[config.mk]
export PLATFORM = sky130hd
export DESIGN_NAME = legv8_multicycle_control
export DESIGN_NICKNAME = d
export VERILOG_FILES = /design/src/rtl/legv8_pkg.sv /design/src/rtl/legv8_opcode_decode.sv /design/src/rtl/legv8_multicycle_control.sv
export SDC_FILE = /design/constraint.sdc
export NUM_CORES = 1
export LEC_CHECK = 0
export BUFFER_PORTS_ARGS = -buffer_cell sky130_fd_sc_hd__buf_2
export CAP_MARGIN = 20
export CORE_MARGIN = 2
export CORE_UTILIZATION = 54
export CTS_CLUSTER_DIAMETER = 120
export DETAILED_ROUTE_END_ITERATION = 6
export HOLD_SLACK_MARGIN = 0.15
export PLACE_DENSITY = 0.94
export SLEW_MARGIN = 25
export SYNTH_ARGS = -nofsm -noshare
export SYNTH_HDL_FRONTEND = slang
export SYNTH_SLANG_ARGS = --single-unit
export TNS_END_PERCENT = 10
[constraint.sdc]
create_clock -name i_clk -period 3.9 [get_ports i_clk]
set_input_delay 0.195 -clock i_clk [delete_from_list [all_inputs] [get_ports i_clk]]
set_output_delay 0.195 -clock i_clk [all_outputs]
set_load 0.005 [all_outputs]
[src/rtl/legv8_pkg.sv]
// Shared types and constants for the LEGv8 multicycle control path:
// FSM state codes, opcode classes, opcode match values and ALU control codes.
package legv8_pkg;

    typedef enum logic [2:0] {
        ST_IDLE,
        ST_FETCH,
        ST_DECODE,
        ST_EXECUTE,
        ST_MEM,
        ST_WRITEBACK,
        ST_BRANCH,
        ST_HALT
    } state_t;

    typedef enum logic [2:0] {
        CLS_ILLEGAL,
        CLS_RTYPE,
        CLS_MOVZ,
        CLS_LDUR,
        CLS_STUR,
        CLS_CBZ,
        CLS_CBNZ,
        CLS_B
    } opclass_t;

    // Opcode match values, each aligned to the top of instr[31:21]
    localparam logic [10:0] OP_ADD  = 11'h458;
    localparam logic [10:0] OP_SUB  = 11'h658;
    localparam logic [10:0] OP_AND  = 11'h450;
    localparam logic [10:0] OP_ORR  = 11'h550;
    localparam logic [10:0] OP_EOR  = 11'h650;
    localparam logic [10:0] OP_LDUR = 11'h7C2;
    localparam logic [10:0] OP_STUR = 11'h7C0;
    localparam logic [8:0]  OP_MOVZ = 9'h1A5;
    localparam logic [7:0]  OP_CBZ  = 8'hB4;
    localparam logic [7:0]  OP_CBNZ = 8'hB5;
    localparam logic [5:0]  OP_B    = 6'h05;

    localparam logic [3:0] ALU_ADD  = 4'b0010;
    localparam logic [3:0] ALU_SUB  = 4'b1010;
    localparam logic [3:0] ALU_AND  = 4'b0110;
    localparam logic [3:0] ALU_ORR  = 4'b0100;
    localparam logic [3:0] ALU_EOR  = 4'b1001;
    localparam logic [3:0] ALU_MOVZ = 4'b1101;
    localparam logic [3:0] ALU_CBZ  = 4'b0111;
    localparam logic [3:0] ALU_CBNZ = 4'b0001;

endpackage

[src/rtl/legv8_opcode_decode.sv]
// Combinational opcode decoder: maps instr[31:21] to an opcode class plus the
// ALU code, immediate select and reg2loc select that class needs.
module legv8_opcode_decode
    import legv8_pkg::*;
(
    input  logic [10:0] i_opcode,
    output logic [2:0]  o_class,
    output logic [3:0]  o_alu_control,
    output logic        o_alu_src,
    output logic        o_reg2loc,
    output logic        o_illegal
);

    opclass_t   w_class;
    logic [3:0] w_alu;
    logic       w_src;
    logic       w_r2l;

    // Full 11-bit opcodes win over the shorter MOVZ / CB / B prefixes
    always_comb begin
        w_class = CLS_ILLEGAL;
        w_alu   = 4'b0000;
        w_src   = 1'b0;
        w_r2l   = 1'b0;
        case (i_opcode)
            OP_ADD:  begin w_class = CLS_RTYPE; w_alu = ALU_ADD; end
            OP_SUB:  begin w_class = CLS_RTYPE; w_alu = ALU_SUB; end
            OP_AND:  begin w_class = CLS_RTYPE; w_alu = ALU_AND; end
            OP_ORR:  begin w_class = CLS_RTYPE; w_alu = ALU_ORR; end
            OP_EOR:  begin w_class = CLS_RTYPE; w_alu = ALU_EOR; end
            OP_LDUR: begin w_class = CLS_LDUR; w_alu = ALU_ADD; w_src = 1'b1; end
            OP_STUR: begin
                w_class = CLS_STUR;
                w_alu   = ALU_ADD;
                w_src   = 1'b1;
                w_r2l   = 1'b1;
            end
            default: begin
                if (i_opcode[10:2] == OP_MOVZ) begin
                    w_class = CLS_MOVZ;
                    w_alu   = ALU_MOVZ;
                    w_src   = 1'b1;
                end else if (i_opcode[10:3] == OP_CBZ) begin
                    w_class = CLS_CBZ;
                    w_alu   = ALU_CBZ;
                    w_r2l   = 1'b1;
                end else if (i_opcode[10:3] == OP_CBNZ) begin
                    w_class = CLS_CBNZ;
                    w_alu   = ALU_CBNZ;
                    w_r2l   = 1'b1;
                end else if (i_opcode[10:5] == OP_B) begin
                    w_class = CLS_B;
                end
            end
        endcase
    end

    assign o_class       = w_class;
    assign o_alu_control = w_alu;
    assign o_alu_src     = w_src;
    assign o_reg2loc     = w_r2l;
    assign o_illegal     = (w_class == CLS_ILLEGAL);

endmodule

[src/rtl/legv8_multicycle_control.sv]
// Multicycle LEGv8 control sequencer: FSM, opcode latch and memory-wait timeout.
// Outputs decode only the state register, latched opcode, taken flag and wait count.
module legv8_multicycle_control
    import legv8_pkg::*;
#(
    parameter int WAIT_LIMIT = 255
) (
    input  logic        i_clk,
    input  logic        i_reset,
    input  logic [31:0] i_instr_rdata,
    input  logic        i_mem_ready,
    input  logic        i_alu_zero,
    output logic [3:0]  o_alu_control,
    output logic        o_alu_src,
    output logic        o_reg2loc,
    output logic        o_reg_write,
    output logic        o_mem_to_reg,
    output logic        o_mem_req,
    output logic        o_mem_we,
    output logic        o_i_or_d,
    output logic        o_pc_inc,
    output logic        o_pc_load,
    output logic        o_illegal_op,
    output logic        o_bus_error,
    output logic        o_halted
);

    localparam int            CW    = (WAIT_LIMIT < 2) ? 1 : $clog2(WAIT_LIMIT + 1);
    localparam logic [CW-1:0] LIMIT = CW'(WAIT_LIMIT);
    localparam logic [CW-1:0] ONE   = CW'(1);

    state_t        r_state;
    logic [10:0]   r_opcode;
    logic          r_taken;
    logic [CW-1:0] r_wait_cnt;

    logic [2:0] w_class_bits;
    opclass_t   w_class;
    logic [3:0] w_alu;
    logic       w_src;
    logic       w_r2l;
    logic       w_illegal;
    logic       w_timeout;

    legv8_opcode_decode u_decode (
        .i_opcode      (r_opcode),
        .o_class       (w_class_bits),
        .o_alu_control (w_alu),
        .o_alu_src     (w_src),
        .o_reg2loc     (w_r2l),
        .o_illegal     (w_illegal)
    );

    assign w_class   = opclass_t'(w_class_bits);
    assign w_timeout = (WAIT_LIMIT != 0) && (r_wait_cnt == LIMIT) &&
                       ((r_state == ST_FETCH) || (r_state == ST_MEM));

    // The wait counter is cleared on every transition into FETCH or MEM
    always_ff @(posedge i_clk) begin
        if (i_reset) begin
            r_state    <= ST_IDLE;
            r_opcode   <= '0;
            r_taken    <= 1'b0;
            r_wait_cnt <= '0;
        end else begin
            case (r_state)
                ST_IDLE: begin
                    r_state    <= ST_FETCH;
                    r_wait_cnt <= '0;
                end
                ST_FETCH: begin
                    if (w_timeout) begin
                        r_state <= ST_HALT;
                    end else if (i_mem_ready) begin
                        r_opcode <= i_instr_rdata[31:21];
                        r_state  <= ST_DECODE;
                    end else if (r_wait_cnt != '1) begin
                        r_wait_cnt <= r_wait_cnt + ONE;
                    end
                end
                ST_DECODE: begin
                    if (w_class == CLS_B) begin
                        r_taken <= 1'b1;
                        r_state <= ST_BRANCH;
                    end else if (w_illegal) begin
                        r_state    <= ST_FETCH;
                        r_wait_cnt <= '0;
                    end else begin
                        r_state <= ST_EXECUTE;
                    end
                end
                ST_EXECUTE: begin
                    case (w_class)
                        CLS_RTYPE, CLS_MOVZ: r_state <= ST_WRITEBACK;
                        CLS_LDUR, CLS_STUR: begin
                            r_state    <= ST_MEM;
                            r_wait_cnt <= '0;
                        end
                        CLS_CBZ, CLS_CBNZ: begin
                            r_taken <= i_alu_zero;
                            r_state <= ST_BRANCH;
                        end
                        default: begin
                            r_state    <= ST_FETCH;
                            r_wait_cnt <= '0;
                        end
                    endcase
                end
                ST_MEM: begin
                    if (w_timeout) begin
                        r_state <= ST_HALT;
                    end else if (i_mem_ready) begin
                        if (w_class == CLS_LDUR) begin
                            r_state <= ST_WRITEBACK;
                        end else begin
                            r_state    <= ST_FETCH;
                            r_wait_cnt <= '0;
                        end
                    end else if (r_wait_cnt != '1) begin
                        r_wait_cnt <= r_wait_cnt + ONE;
                    end
                end
                ST_WRITEBACK, ST_BRANCH: begin
                    r_state    <= ST_FETCH;
                    r_wait_cnt <= '0;
                end
                ST_HALT: r_state <= ST_HALT;
                default: r_state <= ST_IDLE;
            endcase
        end
    end

    // The timeout cycle drops the request and raises bus_error before HALT
    always_comb begin
        o_alu_control = 4'b0000;
        o_alu_src     = 1'b0;
        o_reg2loc     = 1'b0;
        o_reg_write   = 1'b0;
        o_mem_to_reg  = 1'b0;
        o_mem_req     = 1'b0;
        o_mem_we      = 1'b0;
        o_i_or_d      = 1'b0;
        o_pc_inc      = 1'b0;
        o_pc_load     = 1'b0;
        o_illegal_op  = 1'b0;
        o_bus_error   = 1'b0;
        o_halted      = 1'b0;
        case (r_state)
            ST_FETCH: begin
                o_bus_error = w_timeout;
                o_mem_req   = !w_timeout;
            end
            ST_DECODE: begin
                o_pc_inc     = 1'b1;
                o_reg2loc    = w_r2l;
                o_illegal_op = w_illegal;
            end
            ST_EXECUTE: begin
                o_alu_control = w_alu;
                o_alu_src     = w_src;
                o_reg2loc     = w_r2l;
            end
            ST_MEM: begin
                o_alu_control = w_alu;
                o_alu_src     = w_src;
                o_reg2loc     = w_r2l;
                o_bus_error   = w_timeout;
                o_mem_req     = !w_timeout;
                o_i_or_d      = !w_timeout;
                o_mem_we      = !w_timeout && (w_class == CLS_STUR);
            end
            ST_WRITEBACK: begin
                o_alu_control = w_alu;
                o_alu_src     = w_src;
                o_reg2loc     = w_r2l;
                o_reg_write   = 1'b1;
                o_mem_to_reg  = (w_class == CLS_LDUR);
            end
            ST_BRANCH: begin
                o_reg2loc = w_r2l;
                o_pc_load = r_taken;
            end
            ST_HALT: o_halted = 1'b1;
            default: ;
        endcase
    end

endmodule

=== Word level (Yosys, flattened, before mapping) ===
Index checks and enable logic that the tools add are counted.

* Output and inout bits: 16
* Logic and storage cells: 118
* Input bits: 36
* Bits in registers: 23

* Eq/ne operators: 38
* Reduce and logical (&&, ||, !) cells: 24
* Mux-type cells: 50
* Add/sub/neg operators: 1
* Bitwise operators: 1

{| class="wikitable"
|+ Operators by type and width
! operator !! number
|-
| equality test 11 bit, second input constant || 7
|-
| 2-to-1 mux 8 bit || 9
|-
| one-hot mux 8 bit (5 select lines) || 1
|-
| 2-to-1 mux 3 bit || 10
|-
| equality test 3 bit, second input constant || 8
|-
| equality test 8 bit, second input constant || 3
|-
| one-hot mux 4 bit (5 select lines) || 1
|-
| 2-to-1 mux 1 bit || 19
|-
| one-hot mux 3 bit (3 select lines) || 2
|-
| one-hot mux 3 bit (6 select lines) || 1
|-
| != test 2 bit, second input constant || 7
|-
| equality test 3 x 2 -> 1 bit, second input constant || 4
|-
| 2-to-1 mux 4 bit || 3
|-
| OR reduction 2 bit || 5
|-
| OR reduction 5 bit || 2
|-
| equality test 9 bit, second input constant || 1
|-
| != test 3 bit, second input constant || 3
|-
| OR reduction 3 bit || 3
|-
| adder 8 x 1 -> 8 bit, second input constant || 1
|-
| != test 8 bit, second input constant || 1
|-
| AND reduction 8 bit || 1
|-
| equality test 3 x 1 -> 1 bit, second input constant || 2
|-
| equality test 6 x 3 -> 1 bit, second input constant || 1
|-
| zero test 3 bit || 2
|-
| other kinds (13) || 17
|}

=== Longest topological paths before layout ===
* Depth after elaboration: 11
* Gate-level depth with buffers: 8
* Depth with buffers taken out: 7

=== By module ===
From an unflattened synthesis, not the netlist that was laid out.

* Cell total of the unflattened synthesis: 212
* Area, all modules: 1697.9 µm²

{| class="wikitable"
|+ By module, submodules not included
! module !! instances !! area each (µm²) !! cells each !! sequential area each (µm²)
|-
| legv8_multicycle_control || 1 || 1427.6 || 171 || 460.4
|-
| legv8_opcode_decode || 1 || 270.3 || 41 || 0.0
|}

=== Worst setup path before layout ===
No wires, ideal clock.

* Kind: register to register
* From: register r_opcode[0]
* To: register r_wait_cnt[6]
* Data required time: 3761 ps
* Data arrival time: 1700 ps
* Slack: 2061 ps
* Cell stages (with the launch flop): 8
* Period minus slack after synthesis: 1839 ps
* Library setup time: 139 ps
* Path buffers: 1
* Path through: dfxtp_1 > nor4b_4 > nand4_2 > o311ai_2 > a221oi_2 > buf_6 > a31oi_2 > a211oi_2

* Longest elaborated chain between the ends: 7
* Elaborated cells between the ends (all ways): 22
* Those cells by class: eq/ne (17); mux (1); reduce/logical (4)

{| class="wikitable"
|+ RTL lines
! item !! RTL line !! source
|-
| start: declaration || legv8_multicycle_control.sv:33 || <nowiki>logic [10:0] r_opcode;</nowiki>
|-
| start signal: assignment || legv8_multicycle_control.sv:75 || <nowiki>r_opcode <= i_instr_rdata[31:21];</nowiki>
|-
| equality test 11 bit || legv8_opcode_decode.sv:25 || <nowiki>case (i_opcode)</nowiki>
|-
| OR reduction 5 bit (no source line) || n/a ||
|-
| one-hot mux 3 bit (3 select lines) (*) || legv8_opcode_decode.sv:25 ||
|-
| equality test 3 bit (tied with other cells) || legv8_multicycle_control.sv:93 || <nowiki>case (w_class)</nowiki>
|-
| OR reduction 4 bit (no source line) || n/a ||
|-
| != test 2 bit (no source line) || n/a ||
|-
| AND reduction 8 bit (no source line) (*) || n/a ||
|-
| end signal: assignment || legv8_multicycle_control.sv:78 || <nowiki>r_wait_cnt <= r_wait_cnt + ONE;</nowiki>
|-
| end signal: assignment || legv8_multicycle_control.sv:120 || <nowiki>r_wait_cnt <= r_wait_cnt + ONE;</nowiki>
|-
| end: declaration || legv8_multicycle_control.sv:35 || <nowiki>logic [CW-1:0] r_wait_cnt;</nowiki>
|}

Mark *: on every way between the ends. The rest lies on a longest branch, timed or not.
A chain may end at the register's enable or synchronous reset.

=== Worst setup path after layout ===
* From: register r_wait_cnt[0]
* To: register r_opcode[4]

* Longest elaborated chain between the ends: 4

{| class="wikitable"
|+ RTL lines
! item !! RTL line !! source
|-
| equality test 8 bit || legv8_multicycle_control.sv:55 || <nowiki>assign w_timeout = (WAIT_LIMIT != 0) && (r_wait_cnt == LIMIT) &&</nowiki>
|-
| logical AND 1 bit || legv8_multicycle_control.sv:55 ||
|-
| NOT 1 bit (no source line) || n/a ||
|-
| AND reduction 3 bit (no source line) || n/a ||
|}

Every way passes these cells.

==> results by group <==
Pwr
  – P_leak: 0.785 nW
  – Worst VDD drop: roughly 0.00024 V
  – Power Density: 313 nW/um2

Job
  – Number of max-cap violations: 0

Finish
  – Area delta synth->final: 17.6%
  – NumNets Final: around 270
  – Fraction of layout instances using a drive strength above 1: 0.193
  – # diodes: 0

Logic synthesis
  – Yosys cell types: 48
  – Synth Warn #: 0
  – Syn Area/Cell: slightly below 8 um2
  – Post-synthesis sequential element count: 23
  – Synth Cell Area: between 1500 and 2000 um2
  – Post-synth top area cell: dfxtp_1
  – Area contributors post-synth: dfxtp_1 30%, mux2i_1 7.7%, nor2_1 7.5%
  – Top-area cell type share of the netlist area: 0.295
  – Post-Syn Nets: approximately 230
  – Mapped Cells: slightly below 200
  – Sequential share of the synthesized area: 0.295

Floorplanning
  – # IOs: 52
  – Die Height: roughly 58 um
  – Die ar.: approximately 3300 um2
  – Initial Util: 0.565
  – Die width: roughly 58 um
  – Std-Cell Rows: 19
  – Core area: between 2000 and 3000 um2

Timing
  – Fin crit period: 2.34 ns
  – Worst-Margin Slew: a little over 0.7 ns
  – Setup TNS Final: 0 ns
  – Endpoints failing hold: 0
  – Hold slack: approximately 0.15 ns
  – Final worst path period share: 0.601
  – Highest clock rate: 0.426 GHz
  – Worst setup margin: roughly 1.6 ns
  – Final number of setup-violating endpoints: 0
  – Relative slew slack: 0.524
  – RSZ-0062 raised after global routing: false
  – Slew Viols, Final: 0
  – Clock skew: 0.0108 ns

Worst setup path
  – CP startpoint: r_wait_cnt[0]
  – Crit path buffers/inverters: 0
  – CP Cell Sequence: ha_1 -> nand3_1 -> nor2_1 -> nor2_1 -> nand3_1 -> mux2i_1 -> nor2_1
  – Critical Path End Type: flop
  – Worst-path maximum fanout: 11
  – CP Data Required Time: slightly above 4 ns
  – Crit-path max cell delay: 0.53 ns
  – CP Class: flop to flop
  – CP delay by family, top: simple AND/OR/NAND/NOR gates
  – Critical path's slowest cell: nand3_1
  – Most used cell, CP: nor2_1
  – Worst r2r src: r_wait_cnt[0]
  – Crit path launch type: flop
  – Critical Path AT: 2.55 ns

Drt
  – Iteration-0 DRC Markers: 75
  – DR vias: ~1600
  – Vias per cell: approximately 6.1
  – WL final: about 3.8 mm
  – Drt pass-1 iters: 4
  – Post-route ant nets: 0
  – Post-DR wirelength/cell: approximately 14 um
  – Number of remaining DRC errors: 0

GRT
  – Antenna violations before repair: 0
  – Pin count of the biggest net entering global routing: 25
  – Number of global-route vias before repair: around 1400
  – GRT Util Overall: 0.231
  – First-pass GRT wire length: 6.19 mm
  – GR Overflow Total: 0

Clocking
  – Clock transition at path regs: between 0.1 and 0.15 ns
  – # resized after CTS: 0
  – CTS tree: yes
  – H-tree levels: 1
  – Max clock buf depth: 2
  – # clock sinks: 23
  – Cts bufs inserted: 3
  – Clock latency on the worst-skew pair: 0.31 ns
  – Clk root buf: clkbuf_4

Placement
  – Gpl congestion: about 0.86
  – Dpl hpwl: between 2 and 3 mm
  – Pre-CTS WS: 1.62 ns
  – IO buf count: 30

Hold path
  – Hold Crit Class: input pin to flop
  – Startpoint of the worst hold path: i_alu_zero

Outcome
  – Status: completed
-- final cells by class --
type | instances | area (um2)
tap | 31 | 38.8
fill | 230 | 925
sequential | 23 | 460
clock buffer | 4 | 26.3
inverter | 5 | 18.8
multi-input combinational | 159 | 1020
timing repair buffer | 42 | 268
-- worst register-to-register path: cells and delay by family, from the launching register on --
family / cells / cell delay (ns)
adder cells (fa/ha/maj): 1 / 0.23
flip-flops: 1 / 0.40
multiplexers: 1 / 0.31
AND/OR/NAND/NOR: 5 / 1.32
-- cell usage after synthesis (all sizes together) --
library cell,instances
o31ai,2
inv,5
o21ai,6
o311ai,1
nor3,11
nand4b,1
or3,1
nand2,21
xnor2,1
mux2i,12
o22a,1
buf,6
nand2b,5
o221ai,1
a41oi,2
and4bb,1
a211oi,8
o2bb2ai,1
nor4bb,1
or2,1
nor2,31
nor4b,1
a221oi,3
clkbuf,4
a2111oi,2
o21a,3
nor4,2
nand4,4
and2,2
a32o,2
nor3b,1
a21oi,7
nor2b,3
a31oi,3
and3b,4
dfxtp,23
ha,1
nand3,11
and3,2
-- metrics by stage --
step | power [mW] | utilization | area (um2) | std cells
final | 0.573 | 0.665 | 1830 | 264
after global routing | 0.607 | 0.665 | 1830 | 264
after CTS | 0.568 | 0.665 | 1830 | 264
after detailed placement | 0.452 | 0.615 | 1700 | 249
after global placement | 0.447 | 0.615 | 1700 | 249
after floorplan | 0.414 | - | 1560 | 197
-- cell families (layout without fill, tap and decap cells) --
kind of cell | after synthesis | after routing | share of synthesized area
AO/OA/AOI/OAI | 42 | 42 | 0.222
XOR/XNOR | 1 | 1 | 0.00562
adder cells (fa/ha/maj) | 1 | 1 | 0.00802
buffers and inverters | 15 | 51 | 0.0498
flip-flops | 23 | 23 | 0.295
multiplexers | 12 | 12 | 0.0770
AND/OR/NAND/NOR | 103 | 103 | 0.343
-- layer usage --
metal	up-vias	wire (um)	track usage
met5	-	0	0
met4	0	19	0.0831
met3	2	190	0.0313
met2	59	1900	0.394
met1	761	1710	0.298
li1	801	-	-
-- registers in the layout, summed over array words and instances, names as in the netlist --
register / flops
r_state: 3
r_taken: 1
r_opcode: 11
r_wait_cnt: 8
-- timing repair --
action | in CTS | in global routing
hold endpoints to repair | 11 | 0
hold buffers | 11 | 0
buffers inserted | 0 | 0
-- cell usage in the layout, fill, tap and decap left out, types with 2 or more instances in the layout --
| cell type | n |
|---|---|
| nor2_1 | 31 |
| buf_2 | 30 |
| dfxtp_1 | 23 |
| nand2_1 | 21 |
| mux2i_1 | 12 |
| nand3_1 | 11 |
| nor3_1 | 11 |
| dlygate4sd3_1 | 11 |
| a21oi_1 | 7 |
| inv_1 | 5 |
| nand2b_1 | 5 |
| o21ai_0 | 5 |
| and3b_1 | 4 |
| a211oi_1 | 4 |
| a211oi_2 | 4 |
| nand4_1 | 3 |
| nor2b_1 | 3 |
| o21a_1 | 3 |
| clkbuf_4 | 3 |
| and3_1 | 2 |
| a31oi_1 | 2 |
| nor4_1 | 2 |
| a41oi_1 | 2 |
| and2_1 | 2 |
| a32o_1 | 2 |
| o31ai_1 | 2 |
| a221oi_1 | 2 |
-- final timing paths --
path,to,slack [ns],cells past startpoint
worst max-delay path,r_opcode[4],1.56,7
worst min-delay path,r_taken,0.15,3
worst max register to register,r_opcode[4],1.56,7
worst min register to register,r_wait_cnt[0],0.55,2
-- power by group --
group	leakage (nW)	switching [mW]	internal (mW)
Sequential	0.187	0.0362	0.252
Clock	0.0150	0.0734	0.0399
Combinational	0.583	0.0957	0.0762
Total	0.785	0.205	0.368
(Power assumes the default switching activity.)
